--- config.mk ---
export PLATFORM = sky130hd
export DESIGN_NAME = timed_count_reader
export DESIGN_NICKNAME = d
export VERILOG_FILES = /design/src/rtl/timed_count_reader.sv
export SDC_FILE = /design/constraint.sdc
export NUM_CORES = 1
export LEC_CHECK = 0
export CELL_PAD_IN_SITES_DETAIL_PLACEMENT = 1
export CELL_PAD_IN_SITES_GLOBAL_PLACEMENT = 1
export CORE_MARGIN = 2
export CORE_UTILIZATION = 36
export CTS_BUF_LIST = sky130_fd_sc_hd__clkbuf_16
export DETAILED_ROUTE_END_ITERATION = 10
export PLACE_DENSITY = 0.66
export SLEW_MARGIN = 15
export SYNTH_ARGS = -nofsm -noshare
export SYNTH_HDL_FRONTEND = slang
export SYNTH_SLANG_ARGS = --single-unit
--- constraint.sdc ---
create_clock -name clk -period 5.3 [get_ports clk]
set_input_delay 1.325 -clock clk [delete_from_list [all_inputs] [get_ports clk]]
set_output_delay 1.325 -clock clk [all_outputs]
set_load 0.02 [all_outputs]
--- src/rtl/timed_count_reader.sv ---
// Timed-counter sample reader: tags each strobed sample with an 8-bit sequence number, buffers it in a FIFO and drops/counts samples when full.
// Optional feature macro: TIMED_COUNT_READER_PEAK_EN adds an unsigned running-maximum register (peak_out/peak_clear).
module timed_count_reader #(
  parameter int WIDTH = 24,
  parameter int DEPTH = 4
) (
  input  logic             clk,
  input  logic             rst_n,
  input  logic [WIDTH-1:0] count_in,
  input  logic             count_in_valid,
  output logic [WIDTH-1:0] m_tdata,
  output logic [7:0]       m_tuser,
  output logic             m_tvalid,
  input  logic             m_tready,
  output logic [15:0]      drop_count,
  input  logic             drop_clear
`ifdef TIMED_COUNT_READER_PEAK_EN
  ,
  output logic [WIDTH-1:0] peak_out,
  input  logic             peak_clear
`endif
);

  localparam int AW = (DEPTH > 1) ? $clog2(DEPTH) : 1;
  localparam int PW = AW + 1;
  localparam int EW = WIDTH + 8;

  logic [EW-1:0] mem [0:DEPTH-1];
  logic [PW-1:0] wptr, rptr, wptr_nxt, rptr_nxt;
  logic [7:0]    seq;
  logic          full, pop, push, drop;
  logic          valid_nxt;
  logic [EW-1:0] wr_entry, head_nxt;

  assign full     = (wptr[AW-1:0] == rptr[AW-1:0]) && (wptr[AW] != rptr[AW]);
  assign pop      = m_tvalid & m_tready;
  assign push     = count_in_valid & (~full | pop);
  assign drop     = count_in_valid & full & ~pop;
  assign wr_entry = {seq, count_in};
  assign wptr_nxt = wptr + PW'(push);
  assign rptr_nxt = rptr + PW'(pop);
  assign valid_nxt = (rptr_nxt != wptr_nxt);

  // The output stage is loaded with the post-edge head; when that head is the
  // entry being written this edge, it is taken from the write data instead.
  always_comb begin
    head_nxt = mem[rptr_nxt[AW-1:0]];
    if (push && (rptr_nxt == wptr)) begin
      head_nxt = wr_entry;
    end
  end

  always_ff @(posedge clk) begin
    if (push) begin
      mem[wptr[AW-1:0]] <= wr_entry;
    end
  end

  always_ff @(posedge clk or negedge rst_n) begin
    if (!rst_n) begin
      wptr     <= '0;
      rptr     <= '0;
      seq      <= '0;
      m_tvalid <= 1'b0;
      m_tdata  <= '0;
      m_tuser  <= '0;
    end else begin
      wptr     <= wptr_nxt;
      rptr     <= rptr_nxt;
      m_tvalid <= valid_nxt;
      if (count_in_valid) begin
        seq <= seq + 8'd1;
      end
      if (valid_nxt) begin
        {m_tuser, m_tdata} <= head_nxt;
      end
    end
  end

  // A clear coinciding with a drop keeps that drop counted.
  always_ff @(posedge clk or negedge rst_n) begin
    if (!rst_n) begin
      drop_count <= '0;
    end else if (drop) begin
      if (drop_clear) begin
        drop_count <= 16'd1;
      end else if (drop_count != 16'hFFFF) begin
        drop_count <= drop_count + 16'd1;
      end
    end else if (drop_clear) begin
      drop_count <= '0;
    end
  end

`ifdef TIMED_COUNT_READER_PEAK_EN
  // Peak tracks every strobed sample, accepted or dropped.
  always_ff @(posedge clk or negedge rst_n) begin
    if (!rst_n) begin
      peak_out <= '0;
    end else if (count_in_valid) begin
      if (peak_clear || (count_in > peak_out)) begin
        peak_out <= count_in;
      end
    end else if (peak_clear) begin
      peak_out <= '0;
    end
  end
`endif

endmodule

==> key figures, run 1 <==
Cells and area
  – Most frequent cells in the layout: edfxtp_1, clkdlybuf4s50_1, nand2_1, dfrtp_1, nor2_1
  – Layout cell share with drive strength beyond 1: 0.137
  – # diodes: 0
  – Nets: slightly above 600
  – Layout Cells excl Fill: 867
  – Layout area overhead: 21.5%
  – Most common cell after layout, fill and taps aside: edfxtp_1
  – Filler cells: about 2100

Detailed routing
  – Drt initial violations: 299
  – WL/cell: 19.2 um
  – DR vias: 4473
  – ANT nets after route: 0
  – Drt total wl: 16600 um
  – 1st-pass router iterations: 4
  – Vias per inst: 5.16
  – Drt drc: 0

Placed design
  – PortBufs: between 70 and 80
  – DP Wirelength: approximately 10000 um
  – GP Congestion: 0.740
  – Placed cell count: 835

Global route
  – Initial antenna violation count: 0
  – Vias in the first global route: 4875
  – Congestion Overflow GR: 0
  – Largest net degree at the start of global routing: 64
  – Total track usage: 0.161
  – First-pass GRT wire length: 27100 um

Synthesis
  – Top_reg_cell synth: edfxtp_1
  – Synthesized area: 7680 um2
  – Post-synthesis sequential area ratio: 0.706
  – Compound-Gate Fraction of Synth Area: 0.0363
  – Yosys top cell by area: edfxtp_1
  – Syn nets: 536
  – Synth Area in Adders: 0.00978
  – Post-synthesis simple-gate area fraction: 0.102
  – FF+latch count, synth: 191
  – Synthesis Warnings: 0
  – Largest family of logic cells by synthesized area: simple AND/OR/NAND/NOR gates
  – Post-Synth XOR/XNOR Area: 0.0293
  – Synthesized netlist cell count: 501
  – Yosys cell types: 36
  – Ranking of synthesized cells by area: edfxtp_1, dfrtp_1, mux4_2, nand2_1, a31oi_1
  – FFs w/ async S/R, synth: 0.330
  – Syn Area/Cell: 15.3 um2
  – EDFF count, synth: 128
  – Mux share of post-synthesis cell area: 0.0981
  – Area share of the largest cell type after synthesis: 0.500

Clocking
  – Register clock-pin slew on the reported worst setup and hold paths: 70 ps
  – CTS Root Cell: clkbuf_16
  – Sink Count: about 190
  – Max clock buf depth: 2
  – Total CTS buffers: 17
  – PostCTS Resize Cnt: 0
  – Hold_buf cts: 0
  – Clock latency on the worst-skew pair: 430 ps
  – CTS tree: yes
  – Setup bufs post-CTS: 0
  – H-Tree Depth: 4

Power and ir drop
  – PD cells: roughly 630 nW/um2
  – Leakage: 3.36 nW
  – VDD IR max: 0.000261 V

Floorplanning
  – Chip Width: 150 um
  – Row cnt: between 50 and 60
  – Area of the die: 22500 um2
  – Core box area: 21000 um2
  – IO Count: 78
  – Initial core utilization: 0.366
  – Die height: about 150 um

STA
  – Worst Tran Pin Value: 956 ps
  – Max Clock Freq: 252 MHz
  – Setup-failing EPs final: 0
  – Post-layout min period: 3970 ps
  – Setup TNS: 0 ps
  – RSZ-0062 raised after global routing: no
  – Hold Slack: 553 ps
  – Count of pins over their slew limit: 0
  – Max-slew headroom: 0.363
  – Crit share post-route: 0.750
  – Final hold viol count: 0
  – Worst clock skew: 12.1 ps

Setup path
  – Worst-path fanout max: 44
  – CP Data Arrival Time: 4250 ps
  – Critical path startpoint: count_in_valid
  – Crit start category: input pin
  – Nature of the critical path endpoint: flop
  – Worst EP required: 5580 ps
  – R2r endpoint: m_tdata[18]$_DFFE_PN0P_
  – R2R cell count: 10
  – Critical setup path kind: in2reg
  – Reg2Reg Setup Slack: a little over 2000 ps
  – FF-to-FF Start: wptr[1]$_DFF_PN0_

Hold path
  – Hold_sp: m_tdata[5]$_DFFE_PN0P_
  – Hold endpoint: m_tdata[5]$_DFFE_PN0P_
  – HP Class: reg2reg
  – Hold Path Stages: 2

Flow run
  – Max cap viols: 0

Run status
  – Status: complete, no violations
kinds of logic (layout without fill, tap and decap cells):
logic type                 Yosys count  in the layout
and+or+nand+nor                    172            172
AOI/OAI and AO/OA                   44             44
buffers and inverters               29            120
adders and majority gates            6              6
muxes                               35             35
DFF                                191            191
xor gates and xnor gates            24             24
registers in the layout (all words and copies together) (netlist names):
signal / cells
drop_count: 16
m_tdata: 24
m_tuser: 8
m_tvalid: 1
mem: 128
rptr: 3
seq: 8
wptr: 3
worst max-delay path by stage:
stage	endpoint	slack, ps
final	m_tdata[18]$_DFFE_PN0P_	1330
after global routing	m_tdata[1]$_DFFE_PN0P_	1060
after floorplan	mem[0][0]$_DFFE_PP_	1340
after global placement	m_tdata[23]$_DFFE_PN0P_	990
after detailed placement	m_tdata[18]$_DFFE_PN0P_	860
after CTS	m_tdata[18]$_DFFE_PN0P_	1300
stage by stage:
step	total power, mW	setup slack (ps)	area (um2)	util
5_1_grt	6.30	1060	9330	0.445
3_5_place_dp	4.74	856	8770	0.419
2_1_floorplan	3.94	1340	7690	-
4_1_cts	5.98	1300	9330	0.445
3_3_place_gp	4.64	985	8770	0.419
6_report	5.88	1330	9330	0.445
layer usage:
| metal | global-route usage | wire, um |
|---|---|---|
| met1 | 0.214 | 7470 |
| met2 | 0.263 | 8270 |
| met3 | 0.0296 | 558 |
| met4 | 0.0613 | 305 |
| met5 | 0 | 0 |
cell type report:
type	count	area (um2)	area share
Sequential cell	191	5420	0.581
Multi-Input combinational cell	281	2150	0.230
Timing Repair Buffer	86	848	0.0909
Clock buffer	17	425	0.0456
Tap cell	275	344	0.0369
Clock inverter	15	135	0.0145
Inverter	2	7.51	0.000805
power breakdown:
group	leakage (nW)	internal, mW	switching [mW]
registers	1.95	2.09	0.236
clock network	0.281	0.655	0.578
logic	1.13	1.03	1.29
synth_stat cells, types with 8 or more instances:
cell	number
and3_1	8
a31oi_1	34
edfxtp_1	128
nor2_1	47
buf_2	9
nand2_1	74
clkbuf_1	13
nand4_1	14
mux4_2	32
dfrtp_1	63
xor2_1	17
critical path, stage by stage:
cell and delay (ps):
clkdlybuf4s50_1 500, inv_1 110, a41oi_2 300, ha_1 220
ha_1 160, xor2_1 230, xor2_1 100, or3_2 690
buf_4 370, nor2_1 160, a31oi_1 60
Power figures use the tool's default switching activity.
==> inputs of run 2 (changes only) <==
Settings changed: PLACE_DENSITY 0.66 to 0.68.
Clock period 5.3 ns to 3.4 ns, I/O delays scaled along.
==> run 2 against run 1 <==
Against the previous run: sequential share of layout area decreased by 1.1 points; clock skew about the same; final area increased by 2.0%; worst hold slack got worse by 2.4 ps; combinational power increased by 68%; power increased by 60%; sequential cell count unchanged; non-clock buffer count increased by 11; worst setup slack got worse by 860 ps; clock power increased by 55%; final cell count increased by 1.3%; critical path type unchanged; critical endpoint is now m_tdata[19]$_DFFE_PN0P_.
==> key figures, run 2 (synthesis gave the netlist of run 1 again) <==
Clocking
  – Total CTS buffers: 17
  – PostCTS Resize Cnt: 0
  – Register clock-pin slew on the reported worst setup and hold paths: 70 ps
  – CTS Root Cell: clkbuf_16
  – Hold_buf cts: 0
  – Setup bufs post-CTS: 0
  – Max clock buf depth: 2
  – H-Tree Depth: 4
  – Clock latency on the worst-skew pair: between 400 and 500 ps
  – Sink Count: about 190
  – CTS tree: yes

STA
  – Count of pins over their slew limit: 0
  – Worst Tran Pin Value: 875 ps
  – Max-slew headroom: 0.416
  – Final hold viol count: 0
  – Setup-failing EPs final: 0
  – Post-layout min period: 2930 ps
  – Crit share post-route: 0.862
  – RSZ-0062 raised after global routing: no
  – Worst clock skew: 12.3 ps
  – Max Clock Freq: 341 MHz
  – Final worst slack: 469 ps
  – Setup TNS: 0 ps
  – Hold Slack: 550 ps

Global route
  – Congestion Overflow GR: 0
  – Total track usage: 0.160
  – Initial antenna violation count: 0
  – Vias in the first global route: ~5000
  – First-pass GRT wire length: about 27000 um
  – Largest net degree at the start of global routing: 64

Power and ir drop
  – Leakage: 3.45 nW
  – Clk pwr share: 0.202
  – Comb pwr share: 0.414
  – Seq pwr share: 0.384
  – Sw power: 3.38 mW
  – Sw Ratio: 0.359
  – Internal: around 6.0 mW
  – VDD IR max: 0.000491 V
  – PD cells: 991 nW/um2

Cells and area
  – # diodes: 0
  – Most frequent cells in the layout: edfxtp_1, clkdlybuf4s50_1, nand2_1, dfrtp_1, nor2_1
  – Register area: 5420 um2
  – Final Core Density: 0.454
  – Layout area overhead: 23.9%
  – Layout cell share with drive strength beyond 1: 0.159
  – Max FFs per register: 128
  – Post-route cell area: 9510 um2
  – Most common cell after layout, fill and taps aside: edfxtp_1
  – Footprint of the multi-input gates: between 2000 and 2500 um2
  – Nets: 625
  – Filler cells: 2093

Detailed routing
  – Drt initial violations: 198
  – Vias per inst: 5.11
  – Drt total wl: 16800 um
  – 1st-pass router iterations: 4
  – Drt drc: 0
  – ANT nets after route: 0
  – DR vias: 4486
  – WL/cell: 19.2 um

Setup path
  – Worst EP required: 3700 ps
  – Crit start category: input pin
  – CP Data Arrival Time: 3230 ps
  – Critical setup path kind: in2reg
  – Nature of the critical path endpoint: flop
  – Worst-path fanout max: 31

Run status
  – Status: complete, no violations

Floorplanning
  – IO Count: 78
  – Row cnt: 53
  – Initial core utilization: 0.366
  – Chip Width: 150 um
  – Area of the die: ~23000 um2
  – Core box area: 21000 um2
  – Die height: 150 um

Flow run
  – Max cap viols: 0

Placed design
  – DP Wirelength: about 11000 um
  – GP Congestion: 0.724
  – Post-place setup slack: slightly above 20 ps
  – PortBufs: between 70 and 80
  – Post-Place Cell Area: 8940 um2

Hold path
  – HP Class: in2async
==> run 2: power by group through the flow <==
stage	clock network, mW	registers (mW)	logic (mW)
after global placement	0	3.63	3.86
after detailed placement	0	3.68	3.99
final	1.91	3.62	3.90
after global routing	2.04	3.71	4.31
after floorplan	0	3.82	2.33
after CTS	1.97	3.64	4.00
==> run 2: worst paths after layout <==
check	start	to	slack [ps]	cells after the start
max	count_in_valid	m_tdata[19]$_DFFE_PN0P_	470	11
min in group clk	m_tdata[15]$_DFFE_PN0P_	m_tdata[15]$_DFFE_PN0P_	550	2
min reg2reg	m_tdata[15]$_DFFE_PN0P_	m_tdata[15]$_DFFE_PN0P_	550	2
max reg2reg	wptr[0]$_DFF_PN0_	m_tdata[19]$_DFFE_PN0P_	610	10
min	rst_n	m_tdata[0]$_DFFE_PN0P_	550	1
max in group asynchronous	rst_n	m_tdata[18]$_DFFE_PN0P_	2290	1
==> run 2: through the flow <==
stage | total power [mW] | cells
final | 9.43 | 878
after global routing | 10.1 | 878
after CTS | 9.60 | 878
after detailed placement | 7.67 | 846
after global placement | 7.49 | 846
after floorplan | 6.15 | 501
==> run 2: cell type report <==
type | instances | area share
repair buffers | 97 | 0.107
well taps | 275 | 0.0362
flip-flops and latches | 191 | 0.570
inverters | 2 | 0.000789
multi-input cells | 281 | 0.226
clock buffers | 17 | 0.0447
clock inverters | 15 | 0.0154
==> run 2: layer usage <==
layer	track usage	wire, um	up-vias
met5	0	0	-
met1	0.206	7400	2317
met4	0.0481	202	0
li1	-	-	2073
met3	0.0332	577	16
met2	0.275	8660	80
==> run 2: worst max-delay path, cell delays in order <==
cell and delay [ps]:
clkdlybuf4s50_1 520, inv_1 90, a41oi_2 170, ha_1 180, ha_1 150, xor2_1 230, xor2_1 100, or3_2 560
buf_12 200, nor2_1 110, a31oi_1 60
==> variant (flow settings as in run 1) <==
Set the parameter `DEPTH` to 2 (it was 4).
--- a/src/rtl/timed_count_reader.sv
+++ b/src/rtl/timed_count_reader.sv
@@ -4,3 +4,3 @@
   parameter int WIDTH = 24,
-  parameter int DEPTH = 4
+  parameter int DEPTH = 2
 ) (
Formal check against the unedited RTL: not equivalent (Yosys sat finds a counterexample within 4 cycles, from zero or initial values and one cycle with rst_n low).
==> variant against run 1 <==
- sequential cell count is 66 lower
- first-iteration DRC count is 39% lower
- cell area is 20% lower
- clock skew is 6.2 ps lower
- sequential share of layout area is 12 points lower
- critical path depth stayed put
- routed wire length is 8.7% lower
- global-route usage is 2.1 points higher
- synthesized area is 23% lower
- setup slack better by 29 ps
- non-clock buffer count is 2 higher
Power is left out: the tool's default activity adds up to more than one toggle a clock period on the data nets, which glitch-free logic cannot reach.
==> variant: results (changes against run 1) <==
| Step | Quantity | Value | Delta |
|:---|:---|:---|:---|
| status | Outcome | complete, no violations | unchanged |
| logic synthesis | Ys async rst share | 48.8% | was 33.0% |
| route | Met1 Routed Length | 6.60 mm | was 7.47 mm |
| timing | Transition time of the tightest slew-check pin | 925 ps | was 956 ps |
| placed design | Weighted congestion at the end of routability-driven global placement | 0.719 | was 0.740 |
| hold path | Class of the most critical hold timing path | reg -> reg | unchanged |
| logic synthesis | Ranking of synthesized cells by instance count | edfxtp_1, dfrtp_1, nand3_1, nor2b_1, nor4_1 | was edfxtp_1, nand2_1, dfrtp_1, nor2_1, a31oi_1 |
| logic synthesis | Yosys cell types | 38 | was 36 |
| critical path | Internal reg-to-reg setup slack | 2170 ps | was 2030 ps |
| grt | Vias in the first global route | 4392 | was 4875 |
| cells and area | Share of cells above drive strength 1 | 20.5% | was 13.7% |
| cells and area | Number of nets at the end of the flow | 549 | was 614 |
| cells and area | Fill cells | 1673 | was 2119 |
| critical path | Max stage delay cell, worst path | and2_2 | was or3_2 |
| clocking | Max H-tree Level | 4 | unchanged |
| critical path | Kind of cell with the highest combined delay on the critical path | buffers and inverters | unchanged |
| grt | Overall track demand over capacity in global routing | 18.1% | was 16.1% |
| critical path | Maximum cell stage delay along the critical path | 550 ps | was 690 ps |
| logic synthesis | Cells taking the most area after synthesis | edfxtp_1, dfrtp_1, a221oi_2, o31ai_2, nor2b_1 | was edfxtp_1, dfrtp_1, mux4_2, nand2_1, a31oi_1 |
| grt | GR met1 Demand/Resource | 22.6% | was 21.4% |
| logic synthesis | Number of synthesized flops with an enable pin | 64 | was 128 |
| clocking | Worst-path clk slew | 50 ps | was 70 ps |
| critical path | Arr. time, crit path | 4230 ps | was 4250 ps |
| cells and area | N_diodes | 0 | unchanged |
| logic synthesis | Synth warn | 0 | unchanged |
| timing | Max-slew violations | 0 | unchanged |
| clocking | Count of buffers added by post-CTS timing repair for setup | 0 | unchanged |
| clocking | Clock tree root driver cell | clkbuf_16 | unchanged |
| route | Iteration-0 DRC count of the detailed router | 182 | was 299 |
| grt | First-pass GRT wire length | 24.7 mm | was 27.1 mm |
| grt | GRT met3 Usage | 4.38% | was 2.96% |
| placed design | Detailed placer's ending HPWL | 9.13 mm | was 10.0 mm |
| grt | Met2 usage | 30.7% | was 26.3% |
| route | Post-detailed-route wirelength per cell | 20.4 um | was 19.2 um |
| route | Detailed-route via count | 4157 | was 4473 |
| clocking | Latest clock arrival within the worst-skew pair | 420 ps |  |
| route | Sum of met3 wire segment lengths after detailed routing | 650 um | was 558 um |
| critical path | Maximum fanout along the worst path | 17 | was 44 |
| grt | Maximum number of pins on one net before global-route repair | 41 | was 64 |
| cells and area | Flip-flop count of the largest register after layout | 64 | was 128 |
| timing | Worst clock skew | 5.95 ps | was 12.1 ps |
| route | Total met2 wirelength after detailed routing | 7.70 mm | was 8.27 mm |
| logic synthesis | Net count after synthesis | 482 | was 536 |
| logic synthesis | Portion of the post-synthesis area used by sequential elements | 58.1% | was 70.6% |
==> variant: cell count changes after synthesis, sizes merged, moves of 10 or more <==
cell    before  now
a31oi       34    0
a221oi       0   32
edfxtp     128   64
o31ai        0   39
nor4         1   39
nand2       74   11
nor2        47    8
mux4        32    0
nor2b        1   39
nand3        6   40
clkbuf      13   23
==> variant: cell type report <==
type	count	area [um^2]	share of cell area (%)
Clock buffer	17	425	5.70
Clock inverter	15	115	1.54
Inverter	7	26.3	0.352
Multi-Input combinational cell	276	2330	31.2
Sequential cell	125	3450	46.2
Tap cell	216	270	3.62
Timing Repair Buffer	88	848	11.4
==> variant: final timing paths <==
check / from / to / depth (start not counted)
worst max-delay path: m_tready / m_tdata[23] / 11
worst min-delay path: m_tuser[2] / m_tuser[2] / 2
worst max register to register: wptr[0] / m_tdata[23] / 9
worst min register to register: m_tuser[2] / m_tuser[2] / 2
max in group asynchronous: rst_n / drop_count[2] / 2
min in group asynchronous: rst_n / drop_count[9] / 1
==> variant: per-stage QoR <==
stage | setup WS [ps] | instance area [um^2] | cells | utilization (%) | hold WS [ps]
final | 1360 | 7460 | 744 | 46.6 | 513
after global routing | 1210 | 7460 | 744 | 46.6 | 553
after CTS | 1320 | 7460 | 744 | 46.6 | 518
after detailed placement | 898 | 6920 | 712 | 43.3 | 508
after global placement | 1020 | 6920 | 712 | 43.3 | 501
after floorplan | 1240 | 5930 | 448 | - | 478
==> variant: cell families after synthesis <==
group	synth area share, %
flops	58.1
mux	1.52
compound gates	16.4
fa+ha+maj	1.05
xor+xnor	2.76
simple gates	16.3
buf+inv	3.80
==> variant: worst min-delay path, stage by stage (launching register included) <==
cell     delay (ps)
dfrtp_1         340
nand3_1          80
o31ai_2          60
